$ cat src/rtl/orion_soc_types.sv
// rtl/orion_soc_types.sv - shared register map, status bit positions and UART TX state encoding
package orion_soc_types;

  localparam int ADDRW = 32;
  localparam int DATAW = 32;
  localparam int MASKW = 4;

  localparam logic [3:0] OFF_TXDATA = 4'h0;
  localparam logic [3:0] OFF_STATUS = 4'h4;
  localparam logic [3:0] OFF_DIV    = 4'h8;
  localparam logic [3:0] OFF_RSVD   = 4'hC;

  typedef enum logic [1:0] {
    REG_TXDATA = OFF_TXDATA[3:2],
    REG_STATUS = OFF_STATUS[3:2],
    REG_DIV    = OFF_DIV[3:2],
    REG_RSVD   = OFF_RSVD[3:2]
  } reg_sel_e;

  localparam int STATUS_BUSY  = 0;
  localparam int STATUS_FULL  = 1;
  localparam int STATUS_EMPTY = 2;
  localparam int STATUS_OVF   = 3;

  typedef enum logic [1:0] {
    TX_IDLE,
    TX_START,
    TX_DATA,
    TX_STOP
  } tx_state_e;

  // A divider of zero would never end a bit; run it as one cycle per bit.
  function automatic logic [15:0] eff_div(input logic [15:0] d);
    return (d == 16'd0) ? 16'd1 : d;
  endfunction

endpackage

$ cat src/rtl/orion_uart_tx_if.sv
// rtl/orion_uart_tx_if.sv - core data-port request/response bundle for the UART TX block
interface orion_uart_tx_if;
  import orion_soc_types::*;

  logic [ADDRW-1:0] addr_i;
  logic [DATAW-1:0] wdata_i;
  logic [MASKW-1:0] mask_i;
  logic             we_i;
  logic             valid_i;
  logic [DATAW-1:0] rdata_o;
  logic             resp_o;

  modport master (output addr_i, wdata_i, mask_i, we_i, valid_i,
                  input  rdata_o, resp_o);
  modport slave  (input  addr_i, wdata_i, mask_i, we_i, valid_i,
                  output rdata_o, resp_o);
endinterface

$ cat src/rtl/sync_fifo.sv
// rtl/sync_fifo.sv - single-clock FIFO; pushes while full and pops while empty are ignored
module sync_fifo #(
  parameter int DEPTH = 8,
  parameter int DATAW = 8
) (
  input  logic             clk,
  input  logic             rst,
  input  logic             push,
  input  logic [DATAW-1:0] wdata,
  input  logic             pop,
  output logic [DATAW-1:0] rdata,
  output logic             full,
  output logic             empty
);
  localparam int AW = $clog2(DEPTH);

  logic [DATAW-1:0] mem [DEPTH];
  logic [AW:0]      wr_ptr;
  logic [AW:0]      rd_ptr;
  logic             do_push;
  logic             do_pop;

  // Extra pointer MSB distinguishes full from empty when the indices match.
  assign empty   = (wr_ptr == rd_ptr);
  assign full    = (wr_ptr[AW] != rd_ptr[AW]) && (wr_ptr[AW-1:0] == rd_ptr[AW-1:0]);
  assign do_push = push && !full;
  assign do_pop  = pop && !empty;
  assign rdata   = mem[rd_ptr[AW-1:0]];

  always_ff @(posedge clk or posedge rst) begin
    if (rst) begin
      wr_ptr <= '0;
      rd_ptr <= '0;
    end else begin
      if (do_push) wr_ptr <= wr_ptr + 1'b1;
      if (do_pop)  rd_ptr <= rd_ptr + 1'b1;
    end
  end

  always_ff @(posedge clk) begin
    if (do_push) mem[wr_ptr[AW-1:0]] <= wdata;
  end

endmodule

$ cat src/rtl/orion_uart_tx.sv
// rtl/orion_uart_tx.sv - memory-mapped 8N1 UART transmitter with FIFO, divider and sticky overflow
module orion_uart_tx
  import orion_soc_types::*;
#(
  parameter int CLK_DIV    = 16,
  parameter int FIFO_DEPTH = 8
) (
  input  logic                clk_i,
  input  logic                rst_i,
  orion_uart_tx_if.slave      bus,
  output logic                tx_o
);

  reg_sel_e         sel;
  logic             wr_req;
  logic             fifo_push;
  logic             fifo_pop;
  logic             fifo_full;
  logic             fifo_empty;
  logic [7:0]       fifo_rdata;
  logic             ovf_set;
  logic             ovf_clr;
  logic             busy;
  logic [DATAW-1:0] status_word;
  logic [DATAW-1:0] read_mux;
  logic             unused_bus;

  logic             ovf_q;
  logic [15:0]      div_q;
  logic             resp_q;
  logic [DATAW-1:0] rdata_q;

  tx_state_e        state;
  logic [7:0]       shreg;
  logic [15:0]      div_lat;
  logic [15:0]      cyc_cnt;
  logic [2:0]       bit_cnt;
  logic             bit_end;

  assign unused_bus = ^{bus.addr_i[ADDRW-1:4], bus.addr_i[1:0],
                        bus.wdata_i[DATAW-1:16], bus.mask_i[MASKW-1:2]};

  assign sel       = reg_sel_e'(bus.addr_i[3:2]);
  assign wr_req    = bus.valid_i && bus.we_i;
  assign fifo_push = wr_req && (sel == REG_TXDATA) && bus.mask_i[0];
  assign fifo_pop  = (state == TX_IDLE) && !fifo_empty;
  // A push against a full FIFO is lost even if the FSM pops in the same cycle.
  assign ovf_set   = fifo_push && fifo_full;
  assign ovf_clr   = wr_req && (sel == REG_STATUS) && bus.mask_i[0] && bus.wdata_i[3];
  assign busy      = (state != TX_IDLE) || !fifo_empty;

  sync_fifo #(
    .DEPTH (FIFO_DEPTH),
    .DATAW (8)
  ) u_fifo (
    .clk   (clk_i),
    .rst   (rst_i),
    .push  (fifo_push),
    .wdata (bus.wdata_i[7:0]),
    .pop   (fifo_pop),
    .rdata (fifo_rdata),
    .full  (fifo_full),
    .empty (fifo_empty)
  );

  always_comb begin
    status_word               = '0;
    status_word[STATUS_BUSY]  = busy;
    status_word[STATUS_FULL]  = fifo_full;
    status_word[STATUS_EMPTY] = fifo_empty;
    status_word[STATUS_OVF]   = ovf_q;
  end

  always_comb begin
    read_mux = '0;
    case (sel)
      REG_STATUS: read_mux = status_word;
      REG_DIV:    read_mux = {{(DATAW-16){1'b0}}, div_q};
      default:    read_mux = '0;
    endcase
  end

  always_ff @(posedge clk_i or posedge rst_i) begin
    if (rst_i) begin
      resp_q  <= 1'b0;
      rdata_q <= '0;
      ovf_q   <= 1'b0;
      div_q   <= 16'(CLK_DIV);
    end else begin
      resp_q  <= bus.valid_i;
      rdata_q <= (bus.valid_i && !bus.we_i) ? read_mux : '0;
      if (ovf_set)      ovf_q <= 1'b1;
      else if (ovf_clr) ovf_q <= 1'b0;
      if (wr_req && (sel == REG_DIV)) begin
        if (bus.mask_i[0]) div_q[7:0]  <= bus.wdata_i[7:0];
        if (bus.mask_i[1]) div_q[15:8] <= bus.wdata_i[15:8];
      end
    end
  end

  assign bus.resp_o  = resp_q;
  assign bus.rdata_o = rdata_q;

  assign bit_end = (cyc_cnt == div_lat - 16'd1);

  // tx_o is updated on the edge that enters each bit, so every bit lasts div_lat cycles.
  always_ff @(posedge clk_i or posedge rst_i) begin
    if (rst_i) begin
      state   <= TX_IDLE;
      tx_o    <= 1'b1;
      shreg   <= '0;
      div_lat <= 16'd1;
      cyc_cnt <= '0;
      bit_cnt <= '0;
    end else begin
      case (state)
        TX_IDLE: begin
          if (!fifo_empty) begin
            shreg   <= fifo_rdata;
            div_lat <= eff_div(div_q);
            cyc_cnt <= '0;
            bit_cnt <= '0;
            tx_o    <= 1'b0;
            state   <= TX_START;
          end
        end
        TX_START: begin
          if (bit_end) begin
            cyc_cnt <= '0;
            tx_o    <= shreg[0];
            state   <= TX_DATA;
          end else begin
            cyc_cnt <= cyc_cnt + 16'd1;
          end
        end
        TX_DATA: begin
          if (bit_end) begin
            cyc_cnt <= '0;
            if (bit_cnt == 3'd7) begin
              tx_o  <= 1'b1;
              state <= TX_STOP;
            end else begin
              tx_o    <= shreg[1];
              shreg   <= {1'b0, shreg[7:1]};
              bit_cnt <= bit_cnt + 3'd1;
            end
          end else begin
            cyc_cnt <= cyc_cnt + 16'd1;
          end
        end
        TX_STOP: begin
          if (bit_end) begin
            cyc_cnt <= '0;
            state   <= TX_IDLE;
          end else begin
            cyc_cnt <= cyc_cnt + 16'd1;
          end
        end
        default: state <= TX_IDLE;
      endcase
    end
  end

endmodule

$ cat src/flat_wrapper.sv
// flat-port wrapper written by rule: the top's interface ports become plain ports
module orion_uart_tx_flat import orion_soc_types::*;
#(
  parameter int CLK_DIV    = 16,
  parameter int FIFO_DEPTH = 8
)
  (clk_i, rst_i, tx_o, bus_addr_i, bus_wdata_i, bus_mask_i, bus_we_i, bus_valid_i, bus_rdata_o, bus_resp_o);
  orion_uart_tx_if bus_i ();
  input  logic clk_i;
  input  logic rst_i;
  output logic tx_o;
  input wire logic [$bits(bus_i.addr_i)-1:0] bus_addr_i;
  input wire logic [$bits(bus_i.wdata_i)-1:0] bus_wdata_i;
  input wire logic [$bits(bus_i.mask_i)-1:0] bus_mask_i;
  input wire logic [$bits(bus_i.we_i)-1:0] bus_we_i;
  input wire logic [$bits(bus_i.valid_i)-1:0] bus_valid_i;
  output wire logic [$bits(bus_i.rdata_o)-1:0] bus_rdata_o;
  output wire logic [$bits(bus_i.resp_o)-1:0] bus_resp_o;
  assign bus_i.addr_i = bus_addr_i;
  assign bus_i.wdata_i = bus_wdata_i;
  assign bus_i.mask_i = bus_mask_i;
  assign bus_i.we_i = bus_we_i;
  assign bus_i.valid_i = bus_valid_i;
  assign bus_rdata_o = bus_i.rdata_o;
  assign bus_resp_o = bus_i.resp_o;
  orion_uart_tx #(.CLK_DIV(CLK_DIV), .FIFO_DEPTH(FIFO_DEPTH)) u_core (.clk_i(clk_i), .rst_i(rst_i), .bus(bus_i), .tx_o(tx_o));
endmodule
$ cat config.mk
export PLATFORM = sky130hd
export DESIGN_NAME = orion_uart_tx_flat
export DESIGN_NICKNAME = d
export VERILOG_FILES = /design/src/rtl/orion_soc_types.sv /design/src/rtl/orion_uart_tx_if.sv /design/src/rtl/sync_fifo.sv /design/src/rtl/orion_uart_tx.sv /design/src/flat_wrapper.sv
export SDC_FILE = /design/constraint.sdc
export NUM_CORES = 1
export LEC_CHECK = 0
export BUFFER_PORTS_ARGS = -buffer_cell sky130_fd_sc_hd__buf_2
export CORE_MARGIN = 2
export CORE_UTILIZATION = 50
export DETAILED_ROUTE_END_ITERATION = 8
export GPL_TIMING_DRIVEN = 0
export PLACE_DENSITY_LB_ADDON = 0.05
export SETUP_SLACK_MARGIN = 0.1
export SLEW_MARGIN = 30
export SYNTH_ARGS = -nofsm -noshare
export SYNTH_HDL_FRONTEND = slang
export SYNTH_SLANG_ARGS = --single-unit
$ cat constraint.sdc
create_clock -name clk_i -period 4 [get_ports clk_i]
set_input_delay 0.8 -clock clk_i [delete_from_list [all_inputs] [get_ports clk_i]]
set_output_delay 0.8 -clock clk_i [all_outputs]
set_load 0.05 [all_outputs]
# ---- After elaboration in Yosys (flattened, before gate mapping)
# Memories as Yosys holds them, arrays and structs flattened.
# Cells that the tools add are included.
dict set report word_totals {
  regBits 104
  ram_bits 64
  inputBits 72
  out_inout_bits 34
  elab_cells 96
  memories 1
}
# name depth width read_ports rd_clocked_by_memory_dff write_ports line
set mem_list {}
lappend mem_list {u_core.u_fifo.mem 8 8 1 0 1 sync_fifo.sv:17} ;# logic [DATAW-1:0] mem [DEPTH];
dict set report classes {
  add_sub_neg 5
  n_eq_ne 16
  mux 29
  bitwise 1
  reduce_logical 31
}
# operator n
set ops {}
lappend ops {{two-way mux 16 bit} 4}
lappend ops {{case mux 16 bit (2 select lines)} 2}
lappend ops {{two-way mux 8 bit} 3}
lappend ops {{adder 16 x 1 -> 16 bit (second input constant)} 1}
lappend ops {{== test 16 bit} 1}
lappend ops {{logical NOT 16 bit} 1}
lappend ops {{case mux 8 bit (2 select lines)} 1}
lappend ops {{subtractor 16 x 1 -> 16 bit (second input constant)} 1}
lappend ops {{logical AND 1 bit} 13}
lappend ops {{two-way mux 2 bit} 5}
lappend ops {{two-way mux 3 bit} 3}
lappend ops {{adder 4 x 1 -> 4 bit (second input constant)} 2}
lappend ops {{two-way mux 1 bit} 8}
lappend ops {{inequality test 2 x 1 -> 1 bit (second input constant)} 4}
lappend ops {{case mux 2 bit (4 select lines)} 1}
lappend ops {{AND reduction 4 bit} 2}
lappend ops {{== test 2 bit (second input constant)} 3}
lappend ops {{case mux 3 bit (2 select lines)} 1}
lappend ops {{AND reduction 2 bit} 3}
lappend ops {{nonzero test 2 bit} 3}
lappend ops {{AND reduction 5 bit} 1}
lappend ops {{== test 2 x 1 -> 1 bit (second input constant)} 2}
lappend ops {{== test 4 bit} 1}
lappend ops {{logical NOT 2 bit} 2}
lappend ops {{other kinds (11)} 14}

# ---- Depth between registers and ports, before layout
dict set report depth {
  depth_word 6
  depth_mapped 11
  ltp_nobuf 9
}

# ---- By module
# From an unflattened synthesis, not the netlist that was laid out.
dict set report unflattened {
  cells_unflattened 565
  area_unflattened_um2 7454.6
}
# mod n_inst cells_each area_each_um2
set by_module_without_submodules {}
lappend by_module_without_submodules {orion_uart_tx 1 413 4352.9}
lappend by_module_without_submodules {sync_fifo 1 152 3101.7}

# ---- Worst setup path after synthesis
# OpenSTA, ideal clock, no wires.
dict set report synth_path {
  path_kind {flip-flop to flip-flop}
  from {reg u_core.div_lat[0]}
  to {reg u_core.shreg[0]}
  setup_ns 0.125
  t_arrival_ns 2.790
  required_time_ns 3.875
  setup_slack_ns 1.085
  stages_incl_launch_ff 10
  n_path_buf 0
  path_cell_list {dfstp_2 inv_1 ha_1 xor2_1 o31a_1 a2111oi_0 nor4b_1 o2111ai_2 a21oi_4 mux2_4}
}
dict set report synth_via {
  elab_chain_cells 4
}
# item line
set synth_lines {}
lappend synth_lines {{start: declaration} orion_uart_tx.sv:35} ;# logic [15:0] div_lat;
lappend synth_lines {{start signal: assignment} orion_uart_tx.sv:120} ;# div_lat <= eff_div(div_q);
lappend synth_lines {{subtractor 16 x 1 -> 16 bit} orion_uart_tx.sv:104} ;# assign bit_end = (cyc_cnt == div_lat - 16'd1);
lappend synth_lines {{== test 16 bit} orion_uart_tx.sv:104}
lappend synth_lines {{inequality test 2 x 1 -> 1 bit (no line)} --}
lappend synth_lines {{AND reduction 4 bit (no line)} --}
lappend synth_lines {{end signal: assignment} orion_uart_tx.sv:119} ;# shreg <= fifo_rdata;
lappend synth_lines {{end signal: assignment} orion_uart_tx.sv:144} ;# shreg <= {1'b0, shreg[7:1]};
lappend synth_lines {{end: declaration} orion_uart_tx.sv:34} ;# logic [7:0] shreg;
# No other way between the ends.
# A chain may end at the register's enable or synchronous reset.

# ---- Final worst setup path
dict set report layout_path {
  from {reg u_core.div_lat[0]}
  to {reg u_core.shreg[6]}
}
# The elaborated chain is that of the path after synthesis.

==> impl_metrics.yaml <==
outcome:
  status: "complete, no violations"
placement:
  place_area_sq_um: 7790
  dpl_worst_slack_ns: 0.459
  port-buffer-count: 41
  dp.cells: 790
  dp_hpwl_mm: 10.5
  gp_congestion: 0.875
setup_path:
  worstReg2RegStart: "u_core.div_lat[0]$_DFFE_PP1P_"
  critPathCaptureType: "flop"
  startpoint: "u_core.div_lat[0]$_DFFE_PP1P_"
  r2r_cells: 9
  start_kind: "flop"
  critPathBufInv: 1
  cp.required_ns: 4.30
  slowest_stage: "dfstp_2"
  r2r_slack_ns: 0.62
  r2r_end: "u_core.shreg[6]$_DFFE_PP0P_"
  cp_top_family: "compound AO/OA/AOI/OAI gates"
  critPathMaxFanout: 10
  critical-path-max-stage-delay_ns: 0.58
  path_class: "reg -> reg"
  arrival_ns: 3.68
  cp_cell_sequence: "inv_1 -> ha_1 -> xnor2_1 -> a41oi_1 -> a2111oi_0 -> nor4b_1 -> o2111ai_2 -> a21oi_4 -> mux2_4"
grt:
  grt-ovfl-total: 0
  grt_pass1_wl_mm: 24.6
  antenna_found_initial: 0
  grt_pass1_vias: 4558
  grt_max_degree: 64
  grt_usage_pct: 20.4
final_layout:
  seq_area_sq_um: 4130
  antenna-diode-count: 0
  fin_nets: 712
  multi_input_area_sq_um: 2910
  drive_above_1_share_pct: 26.5
  final_cells: 822
  nFillCells: 1140
  fin_util_pct: 58.5
  fin_area_sq_um: 8410
  areaGrowthSynthToFinish_pct: 15.9
synthesis:
  yosysTopAreaCell: "dfrtp_1"
  syn_area_sq_um: 7250
  synth_top_cell_area_share_pct: 29.3
  synthMostInstantiatedCell: "dfrtp_1"
  yosys-top-cells-count: "dfrtp_1 (85), edfxtp_1 (64), nand2_1 (35), mux2_2 (32), nor2_1 (27)"
  synth_top_cells_by_area: "dfrtp_1 (29%), edfxtp_1 (27%), mux2_2 (5.0%), mux4_2 (5.0%), ha_1 (2.6%)"
  synthFlopType: "dfrtp_1"
  synth_cells: 549
  ys_seq_area_share_pct: 56.9
  synth-seq-cells: 152
  async_flop_share_pct: 57.9
  ys_warn_count: 0
  syn_area_per_cell_sq_um: 13.2
  ys_types: 67
  synth_edf_count: 64
floorplan:
  dieHeight_microns: 124
  row_count: 44
  dieArea_sq_um: 15500
  ios: 106
  die_w_microns: 124
  coreArea_sq_um: 14400
  start_util_pct: 50.5
cts:
  cts-root-buf: "clkbuf_16"
  clk_pin_slew_ns: 0.06
  clk_path_buf_depth: 2
  cts_max_level: 4
  numClockSinks: 152
  cts_resized: 0
  clk_latency_ns: 0.42
  cts_buffers: 17
  postCtsSetupBuffers: 0
  cts_tree: "done"
  hold_buffers: 0
detailed_routing:
  drt-pass1-iter-count: 5
  wl_per_cell_microns: 18.4
  drc_errors: 0
  via_per_inst: 5.48
  drt_wl_total_mm: 15.1
  first_iter_violations: 285
  ant_nets: 0
  num_vias: 4508
timing:
  finalHoldViolations: 0
  finalSetupViolCount: 0
  finalCritPeriodShare_pct: 84.5
  finalMaxSlewViolations: 0
  relSlewSlack_pct: 34.4
  worst_slack_ns: 0.622
  fin_crit_ns: 3.38
  grt_setup_unrepaired: "false"
  clock.fmax_mhz: 296
  tightest_slew_ns: 0.980
  clock_skew_ns: 0.00794
power_and_ir_drop:
  pwr-share-seq_pct: 37.2
  switching_share_pct: 34.7
  pwr-share-clk_pct: 29.1
  ir_drop_mv: 0.352
  p_int_mw: 3.80
  combPwrFrac_pct: 33.8
  leakagePower_nw: 3.48
  powerDensity_nw_per_um2: 693
  p_sw_mw: 2.02
min_path:
  hp-class: "in -> async"
flow_run:
  drv_cap: 0
## kinds of logic (layout without fill, tap and decap cells)
| kind of cell | after synthesis | in the layout | synth area share, % |
|---|---|---|---|
| DFF | 152 | 152 | 56.9 |
| muxes | 65 | 65 | 12.8 |
| xor gates and xnor gates | 33 | 33 | 3.99 |
| buffers and inverters | 54 | 128 | 3.92 |
| other | 1 | 16 | 0.0517 |
| AOI/OAI and AO/OA | 78 | 78 | 8.40 |
| adders and majority gates | 15 | 15 | 2.59 |
| and+or+nand+nor | 151 | 151 | 11.4 |
## power by group through the flow
stage / Sequential (mW) / Combinational [mW] / Clock (mW)
after floorplan: 2.13 / 1.55 / 0
after global placement: 2.17 / 1.92 / 0
after detailed placement: 2.19 / 1.97 / 0
after CTS: 2.16 / 1.98 / 1.72
after global routing: 2.20 / 2.18 / 1.79
final: 2.16 / 1.97 / 1.69
## per-layer routing
layer	part of all wire (%)	global-route usage, %	up-vias
li1	-	-	2172
met1	48	29.7	2240
met2	46	30.7	83
met3	4.3	5.03	13
met4	0.99	5.82	0
met5	0	0	-
## per-stage QoR
step / hold slack (ns) / setup TNS (ns) / total power, mW
floorplan: 0.457 / 0 / 3.68
CTS: 0.322 / 0 / 5.87
detailed placement: 0.480 / 0 / 4.16
global route: 0.327 / 0 / 6.18
finish: 0.328 / 0 / 5.82
global placement: 0.468 / -6.50 / 4.09
## layout make-up
type                    instances  share of cell area (%)
flip-flops and latches        152                    49.1
multi-input cells             358                    34.6
clock buffers                  18                    5.10
repair buffers                 42                    2.77
well taps                     184                    2.74
plain buffers                  39                    2.72
clock inverters                14                    2.19
inverters                      15                   0.729
## worst max-delay path by stage
stage / slack [ns] / cells past startpoint / to
3_5_place_dp: 0.46 / 8 / u_core.div_lat[2]$_DFFE_PP0P_
3_3_place_gp: -0.09 / 2 / u_core.shreg[3]$_DFFE_PP0P_
6_report: 0.62 / 9 / u_core.shreg[6]$_DFFE_PP0P_
4_1_cts: 0.45 / 8 / u_core.div_lat[5]$_DFFE_PP0P_
5_1_grt: 0.45 / 9 / u_core.shreg[4]$_DFFE_PP0P_
2_1_floorplan: 0.93 / 1 / u_core.bit_cnt[0]$_DFFE_PP0P_
## placed cells by master (no fill, tap or decap), types with 6 or more instances in the layout
cell | Yosys | routed
edfxtp_1 | 64 | 64
o21ai_0 | 11 | 11
nor4_1 | 10 | 10
and2_1 | 15 | 15
buf_2 | 1 | 42
buf_4 | 17 | 17
mux2_4 | 7 | 7
nand2_1 | 35 | 35
mux4_2 | 16 | 16
dfrtp_1 | 85 | 85
ha_1 | 15 | 15
xor2_1 | 14 | 14
o21a_1 | 8 | 8
nand2b_1 | 6 | 6
mux2_2 | 32 | 32
inv_1 | 15 | 14
conb_1 | 1 | 16
nor2_1 | 27 | 24
nand3_1 | 14 | 14
clkbuf_1 | 14 | 14
xnor2_1 | 19 | 19
mux2i_1 | 10 | 10
clkbuf_16 | 0 | 17
and3_1 | 9 | 9
o31ai_1 | 6 | 6
## state kept, by name, indices dropped and copies added (netlist names)
| name | cells |
|---|---|
| u_core.div_q | 16 |
| u_core.bit_cnt | 3 |
| u_core.cyc_cnt | 16 |
| u_core.u_fifo.mem | 64 |
| u_core.tx_o | 1 |
| u_core.state | 2 |
| u_core.u_fifo.rd_ptr | 4 |
| u_core.ovf_q | 1 |
| u_core.bus.rdata_o | 16 |
| u_core.shreg | 8 |
| u_core.u_fifo.wr_ptr | 4 |
| u_core.div_lat | 16 |
| u_core.bus.resp_o | 1 |
No activity file was read; power rests on OpenSTA's default activity.
